==> config.mk <==
export PLATFORM = sky130hd
export DESIGN_NAME = cache_fifo_wr_arb
export DESIGN_NICKNAME = d
export VERILOG_FILES = /design/src/rtl/cache_fifo_wr_arb.sv
export SDC_FILE = /design/constraint.sdc
export NUM_CORES = 1
export LEC_CHECK = 0
export CORE_ASPECT_RATIO = 1.4
export CORE_MARGIN = 2
export CORE_UTILIZATION = 33
export CTS_CLUSTER_DIAMETER = 40
export CTS_CLUSTER_SIZE = 8
export DETAILED_ROUTE_END_ITERATION = 10
export PLACE_DENSITY = 0.79
export SYNTH_ARGS = -nofsm -noshare
export SYNTH_HDL_FRONTEND = slang
export SYNTH_SLANG_ARGS = --single-unit
==> constraint.sdc <==
create_clock -name clk -period 2 [get_ports clk]
set_clock_uncertainty 0.15 [all_clocks]
set_input_delay 0.4 -clock clk [delete_from_list [all_inputs] [get_ports clk]]
set_output_delay 0.4 -clock clk [all_outputs]
set_load 0.02 [all_outputs]
==> src/rtl/cache_fifo_wr_arb.sv <==
// cache_fifo_wr_arb: round-robin write arbiter in front of a sync FIFO.
// NUM_REQ requesters compete for one registered FIFO write port; a
// flush request drains the FIFO, then pulses fifo_soft_rst/flush_done.
// Optional build macro CACHE_FIFO_ARB_PRIO_EN: requester 0 gets fixed
// priority and the rotation covers requesters 1..NUM_REQ-1 only.
module cache_fifo_wr_arb #(
    parameter int DATA_WIDTH = 32,
    parameter int NUM_REQ    = 4,
    parameter int FIFO_DEPTH = 16,
    localparam int IDW       = $clog2(NUM_REQ),
    localparam int CW        = $clog2(FIFO_DEPTH) + 1
) (
    input  logic                          clk,
    input  logic                          rst_n,
    input  logic [NUM_REQ-1:0]            req_valid,
    input  logic [NUM_REQ*DATA_WIDTH-1:0] req_data,
    output logic [NUM_REQ-1:0]            req_ready,
    output logic                          fifo_write,
    output logic [IDW+DATA_WIDTH-1:0]     fifo_write_data,
    input  logic                          fifo_full,
    input  logic                          fifo_empty,
    input  logic [CW-1:0]                 fifo_data_num,
    output logic                          fifo_soft_rst,
    input  logic                          flush_req,
    output logic                          flush_done
);

    // Occupancy sum is widened so data_num + write can never wrap.
    localparam int SW = IDW + CW + 1;

    typedef enum logic [1:0] {RUN, DRAIN, CLEAR} state_t;

    state_t                state, state_nxt;
    logic [IDW-1:0]        rr_ptr;
    logic [IDW-1:0]        win_idx;
    logic [IDW-1:0]        cand;
    logic                  found;
    logic                  grant;
    logic                  rr_upd;
    logic                  space_ok;
    logic [SW-1:0]         occ_next;
    logic [DATA_WIDTH-1:0] win_data;

    // Space check: one slot must remain after the in-flight write lands.
    always_comb begin
        occ_next = SW'(fifo_data_num) + SW'(fifo_write);
        space_ok = (occ_next < SW'(FIFO_DEPTH)) && !fifo_full;
    end

    // Winner search: scan upward from rr_ptr+1, wrapping modulo NUM_REQ.
    always_comb begin
        found   = 1'b0;
        win_idx = '0;
        cand    = '0;
`ifdef CACHE_FIFO_ARB_PRIO_EN
        if (req_valid[0]) begin
            found   = 1'b1;
            win_idx = '0;
        end
`endif
        for (int unsigned off = 1; off <= NUM_REQ; off++) begin
            cand = IDW'((32'(rr_ptr) + off) % NUM_REQ);
`ifdef CACHE_FIFO_ARB_PRIO_EN
            if (!found && req_valid[cand] && (cand != '0)) begin
`else
            if (!found && req_valid[cand]) begin
`endif
                found   = 1'b1;
                win_idx = cand;
            end
        end
        win_data = req_data[win_idx*DATA_WIDTH +: DATA_WIDTH];
    end

    // State register.
    always_ff @(posedge clk or negedge rst_n) begin
        if (!rst_n) begin
            state <= RUN;
        end else begin
            state <= state_nxt;
        end
    end

    // Next-state logic for the flush sequence.
    always_comb begin
        state_nxt = state;
        unique case (state)
            RUN:     if (flush_req) state_nxt = DRAIN;
            DRAIN:   if (fifo_empty && !fifo_write) state_nxt = CLEAR;
            CLEAR:   state_nxt = RUN;
            default: state_nxt = RUN;
        endcase
    end

    // Grant outputs: blocked outside RUN, on flush entry, when full or in reset.
    always_comb begin
        grant     = rst_n && (state == RUN) && !flush_req && space_ok && found;
        req_ready = grant ? (NUM_REQ'(1) << win_idx) : '0;
`ifdef CACHE_FIFO_ARB_PRIO_EN
        rr_upd    = grant && (win_idx != '0);
`else
        rr_upd    = grant;
`endif
    end

    // Registered FIFO write port, flush strobes and round-robin pointer.
    always_ff @(posedge clk or negedge rst_n) begin
        if (!rst_n) begin
            rr_ptr          <= IDW'(NUM_REQ - 1);
            fifo_write      <= 1'b0;
            fifo_write_data <= '0;
            fifo_soft_rst   <= 1'b0;
            flush_done      <= 1'b0;
        end else begin
            fifo_write    <= grant;
            fifo_soft_rst <= (state == CLEAR);
            flush_done    <= (state == CLEAR);
            if (grant) begin
                fifo_write_data <= {win_idx, win_data};
            end
            if (state == CLEAR) begin
                rr_ptr <= IDW'(NUM_REQ - 1);
            end else if (rr_upd) begin
                rr_ptr <= win_idx;
            end
        end
    end

endmodule
Word level (Yosys, flattened, before mapping) --
Index checks and enable logic that the tools add are counted.
Word-level totals: word-level logic and storage cells 61, output and inout bits 41, input port bits 142, memories 0, memory bits (writable) 0, ROM bits 0, register bits 40, latch bits 0
Cells by class: divide/modulo/power cells 0, equal/unequal tests 4, reductions and logical operators 18, multiply operators 0, mux-type cells 22, $lt $le $gt $ge 5, add/sub/neg operators 5, shift-type cells 2, bitwise gates (word level) 0
Operator list (count):
- $shiftx 128x8->32 | 1
- $mux 2 | 8
- $lt 2x3->1 const B | 4
- $logic_and 1x1->1 | 9
- $bmux 1 s2 | 4
- $mux 1 | 8
- $add 5x1->6 | 1
- $logic_not 1->1 | 6
- $lt 6x5->1 const B | 1
- $add 2x1->2 const B | 2
- $add 2x2->2 const B | 2
- $mux 4 | 1
- $ne 2x2->1 const B | 2
- $pmux 2 s2 | 1
- $shl 1x2->4 const A | 1
- $eq 2x1->1 const B | 1
- $eq 2x2->1 const B | 1
- $logic_not 2->1 | 1
- $reduce_and 2->1 | 1
- $reduce_bool 2->1 | 1

Longest topological paths before layout --
Gate-level depths: netlist of the first run.
depth in word-level cells 16, depth in mapped cells 7, depth with buffers taken out 5

Worst setup path after synthesis of the first run --
No wires, ideal clock.
kind reg2out, from register state[1], to output port req_ready[0], required time 1450 ps, arrival time 1975 ps, stages on the path, launching flop included 6, slack -525 ps, buffers on the path 1, path through dfrtp_1 or4b_1 nor4_1 o21a_1 buf_2 nor3b_1
Between the ends: cells in the longest elaborated chain, start to end 6
RTL lines:
- start, declared | line 33 | state_t state, state_nxt;
- start signal, assigned | line 80 | state <= state_nxt;
- $logic_not 2->1 | line 97 | grant = rst_n && (state == RUN) && !flush_req && space_ok && found;
- $logic_and 1x1->1 (4 in a row) | line 97
- via grant | line 38 | logic grant;
- $mux 4 | line 98 | req_ready = grant ? (NUM_REQ'(1) << win_idx) : '0;
- end, declared | line 17 | output logic [NUM_REQ-1:0] req_ready,
The timed path passes the listed nets, and every way through them passes these cells.

Worst setup path after layout of the first run --
from register state[0], to output port req_ready[0]
Between the ends: cells in the longest elaborated chain, start to end 6
RTL lines (line):
- $logic_not 2->1 | 97
- $logic_and 1x1->1 (4 in a row) | 97
- $mux 4 | 98
No other way between the ends.

==> results of run 1 <==
==> layout by cell type, fill, tap and decap left out, types with 5 or more instances in the layout <==
cell type,n
mux2i_2,6
buf_6,8
mux2_4,21
nand2b_1,5
mux2i_1,91
clkbuf_8,6
mux2_2,12
clkdlybuf4s50_1,172
buf_4,17
dfrtp_1,38
==> worst max path at each step <==
stage	slack, ps	to	from
floorplan	-220	req_ready[0]	state[1]
global placement	-1090	req_ready[2]	flush_req
detailed placement	-1100	req_ready[2]	flush_req
CTS	-650	req_ready[0]	state[1]
global route	-560	req_ready[0]	state[0]
finish	-500	req_ready[0]	state[0]
==> worst register-to-register path, stage by stage (launching register included) <==
cell	delay (ps)
dfstp_2	550
buf_6	100
nor3b_2	40
a311oi_4	320
buf_4	180
buf_6	120
clkbuf_16	160
mux2i_1	200
mux2i_1	120
mux2_4	270
==> power by group through the flow <==
stage          clock, mW  combinational (mW)  sequential (mW)
6_report           0.559                3.91             1.42
5_1_grt            0.611                4.12             1.48
4_1_cts            0.582                3.54             1.41
3_5_place_dp           0                3.36             1.42
3_3_place_gp           0                3.31             1.39
2_1_floorplan          0                1.54             1.85
==> state kept, by name, summed over array words and instances, names as in the netlist <==
signal,cells
fifo_write_data,34
rr_ptr,2
state,2
fifo_write,1
flush_done,1
==> layout make-up <==
type / count / area [um^2]
clock buffer: 7 / 86.3
clock inverter: 1 / 7.51
fill: 634 / 2630
inverter: 4 / 15.0
multi-input combinational: 160 / 1710
sequential: 40 / 1000
tap: 100 / 125
timing repair buffer: 213 / 2220
==> what timing repair did <==
action | in CTS | in global routing
gates resized for setup | 40 | 50
gates cloned | 2 | 4
endpoints found under the setup margin | 40 | 41
pin swaps | 3 | 2
endpoints found under the hold margin | 0 | 0
buffers inserted | 7 | 4
==> routing by layer <==
metal,wire length [um],up-vias,part of all wire [%]
li1,-,1219,-
met5,0,-,0
met1,3400,1279,37
met2,5210,91,57
met4,144,0,1.6
met3,412,10,4.5
==> cell families (layout without fill, tap and decap cells) <==
kind of cell,count (synthesis),count (layout),share of synthesized area (%)
buf+inv,20,225,4.85
mux,130,130,50.1
flops,40,40,37.4
simple gates,23,23,5.18
compound gates,7,7,2.47
==> results_dict.tcl, run 1 <==
set metrics [dict create \
    run_status "finished, violations left" \
    failing_checks "negative setup slack" \
    leakagePower_nw 2.21 \
    crit_slowest_cell "or4b_4" \
    h_tree_levels 2 \
    vias 2599 \
    final-instance-count-excl-fill 525 \
    synth-main-ff-cell "dfrtp_1" \
    port-buffer-count 182 \
    viasPerCell 4.95 \
    max_cap_viol_count 0 \
    synth-edff-count 0 \
    num_antenna_cells 0 \
    syn-num-nets 362 \
    grt_first_pass_wirelength_um 13300 \
    clockRootBuffer "clkbuf_8" \
    place_ws_ps -1100 \
    fin_total_pwr_mw 5.89 \
    timing.critical_path.from_type "register" \
    power_density_nw_per_um2 1140 \
    post_route_cells_drive_above_1_share_pct 22.8 \
    syn_avg_cell_area_um2 12.2 \
    clock_sinks 40 \
    post_synth_most_frequent_cells "mux2i_1, dfrtp_1, mux2_2" \
    power.combinational.fraction_pct 66.4 \
    rsz_0062_raised_after_global_routing "yes" \
    slew-limit-headroom_pct 61.5 \
    drtAntennaViolNets 0 \
    hold_class "input port to async pin" \
    synth.area.top_cells "mux2i_1, dfrtp_1, mux2_2" \
    slew_violations 0 \
    critical_path.endpoint_type "output port" \
    timing.setup.critical_path_class "register to output port" \
    drt-total-wl_um 9170 \
    detailedRoute.firstPassIterationCount 4 \
    placeable_core_area_um2 7800 \
    globalRouteMet3Util_pct 3.42 \
    yosys.area.top_type_share_pct 36.2 \
    largest_incremental_delay_on_the_critical_path_ps 550 \
    final_min_period_over_clock_period_pct 125 \
    critPathMaxFanout 6 \
    worst_skew_pair.late_latency_ps 290 \
    final_util_pct 66.3 \
    finalSetupViolCount 40 \
    gr-max-usage-layer "met2" \
    number_of_global_route_vias_before_repair 2754 \
    detail_route.wl_per_cell_um 17.5 \
    post-route-min-period_ps 2500 \
    mappedNetlistArea_um2 2680 \
    worst_hold_slack_ps 38.0 \
    setup_ws_ps -501 \
    io_pins 183 \
    areaGrowthSynthToFinish_pct 92.7 \
    clock_network_fraction_of_design_power_pct 9.5 \
    synthMostInstantiatedCell "mux2i_1" \
    crit_required_ps 1450 \
    sum_neg_setup_slack_ps -11310 \
    ys_warn_count 0 \
    clock_path_buffers 2 \
    max_freq_mhz 400 \
    cp.arrival_ps 1950 \
    start_util_pct 34.4 \
    netlist_instances 220 \
    place_inst 504 \
    initial_drc_count 52 \
    seq_power_share_pct 24.1 \
    synth_seq_area_share_pct 37.4 \
    antenna_violations_before_repair 0 \
    family_of_cells_with_the_greatest_summed_delay_on_the_critical_path "simple AND/OR/NAND/NOR gates" \
    die_area_um2 8870 \
    die_h_um 111 \
    timing.rr.start "rr_ptr[0]" \
    detail_route.drc_violations 0 \
    cts-buffers-inserted 5 \
    post_synth_arst_share_pct 100 \
    core.rowCount 38 \
    global_routing_met2_resource_utilization_pct 37.0 \
    reg2regPathDepth 9 \
    final_design_area_no_fill_um2 5170 \
    placed_area_um2 4680 \
    clk_pin_slew_worst_paths_ps 80 \
    reg2reg_to "fifo_write_data[21]" \
    vdd_drop_max_mv 0.666 \
    width_of_the_die_um 80.2 \
    synth.largest_area_cell "mux2i_1" \
    globalplace.congestion 0.776 \
    finalHoldViolations 0 \
    postSynthRegisterBits 40 \
    cell_chain_of_the_critical_path "or4b_4 -> nor4_4 -> o21a_4 -> nor3b_4 -> buf_6" \
    netSwitchingPower_mw 2.16 \
    detailedPlacementHpwl_um 6550 \
    swShare_pct 36.7 \
    cp_num_buf_inv 1 \
    tritoncts "done" \
    cts_hold_buffers 0 \
    grt_remaining_overflow 0 \
    worst-slew-pin-transition_ps 573 \
    grt.total_usage_pct 19.2 \
    grt_start_max_net_pins 41 \
    number_of_nets_in_the_final_layout 566 \
    power_report.internal_total_mw 3.73 \
    r2r_slack_ps -320 \
    grt_util_met1_pct 20.1 \
    crit_cells 5 \
    synth_cell_types 28 \
]
Note: power is estimated with default switching activity, not from simulation.
==> run 2, diff against run 1 <==
--- a/config.mk
+++ b/config.mk
@@ -11,7 +11,7 @@
 export CTS_CLUSTER_DIAMETER = 40
 export CTS_CLUSTER_SIZE = 8
 export DETAILED_ROUTE_END_ITERATION = 10
-export PLACE_DENSITY = 0.79
+export PLACE_DENSITY_LB_ADDON = 0.05
 export SYNTH_ARGS = -nofsm -noshare
 export SYNTH_HDL_FRONTEND = slang
 export SYNTH_SLANG_ARGS = --single-unit
==> results_dict.tcl, run 2 (same netlist as run 1, synthesis figures left out) <==
set metrics [dict create \
    clock_path_buffers 2 \
    worst-slew-pin-transition_ps 497 \
    placed_area_um2 4690 \
    final_cell_mix "clkdlybuf4s50_1, mux2i_1, dfrtp_1, mux2_2, buf_4" \
    detailedRoute.firstPassIterationCount 3 \
    detail_route.wl_per_cell_um 16.3 \
    commonest_non_fill_non_tap_cell_in_the_layout "clkdlybuf4s50_1" \
    number_of_global_route_vias_before_repair 2535 \
    initial_drc_count 79 \
    timing.setup.critical_path_class "register to output port" \
    clk_pin_slew_worst_paths_ps 70 \
    number_of_nets_in_the_final_layout 564 \
    run_status "finished, violations left" \
    slew-limit-headroom_pct 66.9 \
    final_min_period_over_clock_period_pct 130 \
    grt_remaining_overflow 0 \
    clockRootBuffer "clkbuf_8" \
    place_ws_ps -1080 \
    leakagePower_nw 2.16 \
    crit_required_ps 1450 \
    areaGrowthSynthToFinish_pct 90.3 \
    antenna_violations_before_repair 0 \
    worst_skew_pair.late_latency_ps 280 \
    hold_class "input port to async pin" \
    die_h_um 111 \
    cp.arrival_ps 2060 \
    cts_hold_buffers 0 \
    rsz_0062_raised_after_global_routing "yes" \
    viasPerCell 4.74 \
    tritoncts "done" \
    grt.total_usage_pct 17.8 \
    max_freq_mhz 384 \
    max_cap_viol_count 0 \
    post-route-min-period_ps 2610 \
    final_util_pct 65.4 \
    timing.critical_path.from_type "register" \
    vias 2477 \
    top_regs "fifo_write_data: 34 flops, rr_ptr: 2 flops, state: 2 flops" \
    final_design_area_no_fill_um2 5100 \
    clock_sinks 40 \
    width_of_the_die_um 80.2 \
    vdd_drop_max_mv 0.721 \
    slew_violations 0 \
    finalSetupViolCount 40 \
    post_route_cells_drive_above_1_share_pct 22.0 \
    die_area_um2 8870 \
    failing_checks "negative setup slack" \
    finalHoldViolations 0 \
    registers.top_by_ff_count "fifo_write_data" \
    fin_total_pwr_mw 5.88 \
    drt-total-wl_um 8550 \
    largest_reg_flops 34 \
    io_pins 183 \
    h_tree_levels 2 \
    placeable_core_area_um2 7800 \
    num_antenna_cells 0 \
    globalplace.congestion 0.732 \
    setup_ws_ps -607 \
    drtAntennaViolNets 0 \
    power_density_nw_per_um2 1150 \
    grt_first_pass_wirelength_um 12600 \
    detail_route.drc_violations 0 \
    core.rowCount 38 \
    detailedPlacementHpwl_um 6310 \
    grt_start_max_net_pins 41 \
    critical_path.endpoint_type "output port" \
    start_util_pct 34.4 \
    cts-buffers-inserted 5 \
    critPathMaxFanout 6 \
    port-buffer-count 182 \
]
## run 2: final cells by class
type,instances,area [um^2]
fill,672,2700
timing repair buffer,211,2190
multi-input combinational,160,1640
sequential,40,1000
tap,100,125
clock buffer,7,96.3
clock inverter,1,30.0
inverter,4,15.0
## run 2: metal layers
metal  vias up  global-route usage [%]  wire length, um
li1       1214                       -                -
met1      1160                    20.0             3240
met2        96                    32.8             4660
met3         7                    4.64              571
met4         0                    3.62               78
met5         -                       0                0
## run 2: worst paths after layout
| path | start | slack (ps) | end | cells after the start |
|---|---|---|---|---|
| min in group clk | fifo_write_data[19] | 360 | fifo_write_data[19] | 1 |
| worst min register to register | fifo_write_data[19] | 360 | fifo_write_data[19] | 1 |
| max in group asynchronous | rst_n | 1290 | rr_ptr[1] | 2 |
| worst min-delay path | rst_n | 40 | fifo_write_data[29] | 2 |
| worst max-delay path | state[0] | -610 | req_ready[0] | 5 |
| worst max register to register | state[0] | -350 | fifo_write_data[9] | 6 |
## run 2: repair_timing
item                                    in CTS  in global routing
cloned                                       2                  4
endpoints found under the setup margin      41                 41
endpoints found under the hold margin        0                  0
pin swaps                                    4                  4
resized for setup                           37                 23
setup buffers                                3                  4
## run 2: metrics by stage
step           instances  TNS [ps]  hold WS, ps
3_5_place_dp         503    -31150          344
6_report             523    -13470         43.5
3_3_place_gp         503    -30820          339
4_1_cts              516    -15000         78.5
2_1_floorplan        220     -3580        -45.6
5_1_grt              523    -14560         93.7
## run 2: power by group
group          switching, mW  internal [mW]
registers              0.199           1.20
logic                   1.62           2.16
clock network          0.264          0.440
total                   2.08           3.80
## run 2: critical path: stages (launching register included)
cell	delay, ps
dfrtp_1	390
or4b_1	560
nor4_2	230
o21a_2	260
nor3b_4	200
buf_6	140
